$ cat src/rtl/sysid_checker_pkg.sv
// Shared types and helpers for the system-ID checker: FSM states, Avalon word
// addresses and the stall-timer width calculation.
package sysid_checker_pkg;

  typedef enum logic [2:0] {
    IDLE  = 3'd0,
    RD_ID = 3'd1,
    RD_TS = 3'd2,
    GAP   = 3'd3,
    CHECK = 3'd4,
    FIN   = 3'd5
  } state_t;

  localparam logic ADDR_ID = 1'b0;
  localparam logic ADDR_TS = 1'b1;

  // Retry counter is sized for the full 0..15 range of allowed retries.
  localparam int RETRY_W = 4;

  function automatic int clog2(input int value);
    int width;
    width = 0;
    while ((1 << width) < value) begin
      width++;
    end
    return width;
  endfunction

  // The timer must be able to hold TIMEOUT_CYCLES itself.
  function automatic int timer_width(input int timeout_cycles);
    int width;
    width = clog2(timeout_cycles + 1);
    return (width < 1) ? 1 : width;
  endfunction

endpackage

$ cat src/rtl/sysid_wait_timer.sv
// Stall counter for one Avalon read: counts cycles spent under waitrequest and
// flags the cycle in which the stall reaches TIMEOUT_CYCLES.
module sysid_wait_timer
  import sysid_checker_pkg::*;
#(
  parameter int TIMEOUT_CYCLES = 255,
  parameter int W              = timer_width(TIMEOUT_CYCLES)
) (
  input  logic clock,
  input  logic reset_n,
  input  logic clear,
  input  logic enable,
  output logic expired
);

  localparam logic [W-1:0] LIMIT = W'(TIMEOUT_CYCLES);

  logic [W-1:0] count_reg;
  logic [W-1:0] count_next;

  // count_next already includes the current stalled cycle, so the abort lands
  // on the edge that ends the TIMEOUT_CYCLES-th stall and the strobe is high
  // for exactly that many cycles.
  assign count_next = enable ? (count_reg + W'(1)) : count_reg;
  assign expired    = enable && (count_next == LIMIT);

  always_ff @(posedge clock or negedge reset_n) begin
    if (!reset_n) begin
      count_reg <= '0;
    end else if (clear) begin
      count_reg <= '0;
    end else begin
      count_reg <= count_next;
    end
  end

endmodule

$ cat config.mk
export PLATFORM = sky130hd
export DESIGN_NAME = sysid_wait_timer
export DESIGN_NICKNAME = d
export VERILOG_FILES = /design/src/rtl/sysid_checker_pkg.sv /design/src/rtl/sysid_wait_timer.sv
export SDC_FILE = /design/constraint.sdc
export NUM_CORES = 1
export LEC_CHECK = 0
export BUFFER_PORTS_ARGS = -buffer_cell sky130_fd_sc_hd__buf_4
export CORE_AREA = 2 2 39 41
export DETAILED_ROUTE_END_ITERATION = 16
export DIE_AREA = 0 0 41 43
export SLEW_MARGIN = 20
export SYNTH_ARGS = -nofsm -noshare
export SYNTH_HDL_FRONTEND = slang
export SYNTH_SLANG_ARGS = --single-unit
$ cat constraint.sdc
create_clock -name clock -period 2 [get_ports clock]
set_clock_uncertainty 0.2 [all_clocks]
set_input_delay 0.2 -clock clock [delete_from_list [all_inputs] [get_ports clock]]
set_output_delay 0.2 -clock clock [all_outputs]
set_load 0.01 [all_outputs]
==> summary.md <==
From bottom edge to top edge, the die measures 43 µm. The tools report the root buffer cell as clkbuf_4. The critical path goes through ha_1 -> nand4b_1 -> nor4_2 -> buf_4. The run gives 0 as the remaining number of nets flagged by the antenna check after routing. The first routing iteration left 0 violations. The run gives 0 as the number of endpoints failing setup at the final stage.

Along the worst path, the maximum fanout reaches 4. The run gives 0 as the count of endpoints failing hold in the final timing report. In the post-synthesis netlist, the biggest area contributors are dfrtp_1 (49%), xor2_1 (6.5%), nor2_1 (4.6%).

Summed over all layers, the global routing overflow is 0. Summed over all failing endpoints, the final setup total negative slack is 0 ps. The die covers 0.00176 mm². The Yosys step of the flow raised 0 warnings. Count of pins over their slew limit: 0.

The logs give 755 µm for the total routed wirelength and 58 for the instance count after placement with tap cells included. The per-cell via count in the routed design is 4.81. The finished layout holds 63 standard cells, fillers aside. Summed over all cells, the static leakage comes to 0.000206 µW. The number of vias in the routed layout is 303.

The mean routed wirelength per cell works out to 12.0 µm. The category of the most critical setup path was reg -> out. For this run, design rule violations remaining after detail routing come to 0. Entering global routing, the biggest net connects 9 pins. The final estimated routing congestion in global placement was 0.737; the worst-case reg-to-reg path depth was 4.

The area of the core came out at 0.00138 mm². The final net count came out at 54. For the met1 demand-to-capacity share in global routing, the log shows 0.131. Counting flops and latches in the post-synthesis netlist gives 8.

IR analysis of the VDD net gives a maximum drop of 0.254 mV. The initial antenna violation count is 0, and the clock period minus final worst setup slack is 1900 ps. The distinct cell type count of the synthesized netlist came out at 17.

Across the run, the number of max-cap violations was 0. The tightest min-delay check is of the in -> reg type. Most heavily used metal layer in global routing: met2. TritonCTS created 3 clock buffers. The longest clock path from root to sink contains 2 buffers. The post-synth design cell area is 405 µm². Based on the critical path, the design can be clocked at up to 526 MHz. The flip-flop count of the largest register after layout was 8.

The tools report the number of diodes as 0. For the worst-skew pair later-pin latency, the log shows 250 ps. The library cell used most frequently in the layout, excluding fill and tap cells, is dfrtp_1.

The run finished with clean final reports. The logs give 273 for the via count of the first global-routing pass and 5 for the boundary pin count. The cell accounting for the most synthesized area is dfrtp_1. The post-synthesis area per instance works out to 10.1 µm².

The total setup buffers inserted after CTS was 0; the fraction of the yosys area taken by sequential cells was 0.494. Power spread over the standard cell area amounts to 672 mW/mm². The global-route met3 utilization was 0.0314; the worst relative slew slack was 0.851.

The logs give 0.107 for the global-route usage over all layers and 14 for the cell row count. Top cell type's share of synthesized area: 0.494. Among all stages on the critical path, the largest delay is contributed by dfrtp_1. The H-tree depth reported by CTS is 1.

Synthesis produced a netlist whose cell count is 40. STA classifies the critical path startpoint as a flop. The clock net in this run drives a total of 8 sinks. The post-route clock period utilization works out to 0.950. Setup repair after global routing left no endpoint under its margin. The proportion of layout cells with a drive suffix above 1 came out at 0.191. In this design, the stage delay of the slowest critical-path cell is 420 ps. At the worst endpoint, the arrival time is 1500 ps.

The run gives 1 as the first-pass iteration count of the detailed router. Starting density of the core: 0.293. TritonCTS built the clock tree.

For the met2 usage, the log shows 0.131. The tools report the required time reported for the critical path endpoint as 1600 ps. After clock tree synthesis, the clock-pin slew on the worst setup and hold paths is 60 ps.

Synthesis produced a netlist with a net count of 45. The floorplan step set the die width to 41 µm. The global-route wire length before repair was 1180 µm. In this run the tool buffered the top-level ports with 4 buffer cells. The tools report the kind of capture point of the worst setup path as an output pin.

Synthesis-to-finish area growth: 20.7%. The worst hold path passes through 3 cells. In the layout the commonest cells are dfrtp_1 (8), nor2_1 (5), buf_4 (4). For the pin with the worst max-slew slack, the measured transition is 223 ps.
## cells by family (layout without fill, tap and decap cells)
kind of cell / Yosys count / count (layout) / synth area share
AO/OA/AOI/OAI: 6 / 6 / 0.0741
XOR/XNOR: 5 / 5 / 0.108
adder cells (fa/ha/maj): 1 / 1 / 0.0309
buffers and inverters: 2 / 9 / 0.0370
flip-flops: 8 / 8 / 0.494
multiplexers: 1 / 1 / 0.0247
AND/OR/NAND/NOR: 17 / 17 / 0.231
## per-stage QoR
| step | hold WS [ps] | util | power (µW) | setup WS [ps] | instance area [µm²] |
|---|---|---|---|---|---|
| floorplan | -296 | - | 190 | 379 | 405 |
| global placement | -176 | 0.318 | 199 | 371 | 440 |
| detailed placement | -176 | 0.318 | 199 | 369 | 440 |
| CTS | 54.5 | 0.349 | 334 | 81.8 | 483 |
| global route | 66.9 | 0.354 | 344 | 4.76 | 489 |
| finish | 63.8 | 0.354 | 329 | 100 | 489 |
## worst paths after layout
path	from	slack, ps	end
hold / removal	enable	60	count_reg[0]$_DFF_PN0_
hold reg to reg	count_reg[7]$_DFF_PN0_	370	count_reg[7]$_DFF_PN0_
min in group asynchronous	reset_n	90	count_reg[4]$_DFF_PN0_
setup reg to reg	count_reg[0]$_DFF_PN0_	450	count_reg[6]$_DFF_PN0_
setup / recovery	count_reg[0]$_DFF_PN0_	100	expired
max in group asynchronous	reset_n	1380	count_reg[1]$_DFF_PN0_
## Yosys cell counts
library cell / count
mux2i_1: 1
xor2_1: 3
a21oi_1: 3
nand4_1: 2
xnor2_1: 2
dfrtp_1: 8
or3_1: 3
nor2_1: 5
nor4_1: 1
nand2_1: 3
nand3_1: 1
nand4b_1: 1
buf_6: 1
nand4_2: 1
buf_1: 1
o21ai_1: 3
ha_1: 1
## metal layers
layer / routed length, µm / vias up
met2: 350 / 4
li1: - / 156
met3: 17 / 2
met5: 0 / -
met1: 372 / 141
met4: 14 / 0
## critical path: cells and delay by family (launching register included)
kind                       cells  cell delay (ps)
adders and majority gates      1              310
buffers and inverters          1              160
DFF                            1              420
and+or+nand+nor                2              360
## power by group
| group | switching [µW] | leakage (µW) | internal, µW |
|---|---|---|---|
| clock network | 60.8 | 0.0000138 | 69.1 |
| registers | 4.89 | 0.000110 | 166 |
| logic | 13.9 | 0.0000816 | 14.1 |
## repair_timing
item,4_1_cts,5_1_grt
hold buffers,2,0
resized for setup,0,1
setup endpoints to repair,0,1
hold endpoints to repair,16,0
## final cells by class
cell class / instances / area, µm²
fill: 143 / 895
multi-input combinational: 30 / 196
clock buffer: 3 / 22.5
tap: 16 / 20.0
sequential: 8 / 200
timing repair buffer: 6 / 50.0
Power figures use the tool's default switching activity.
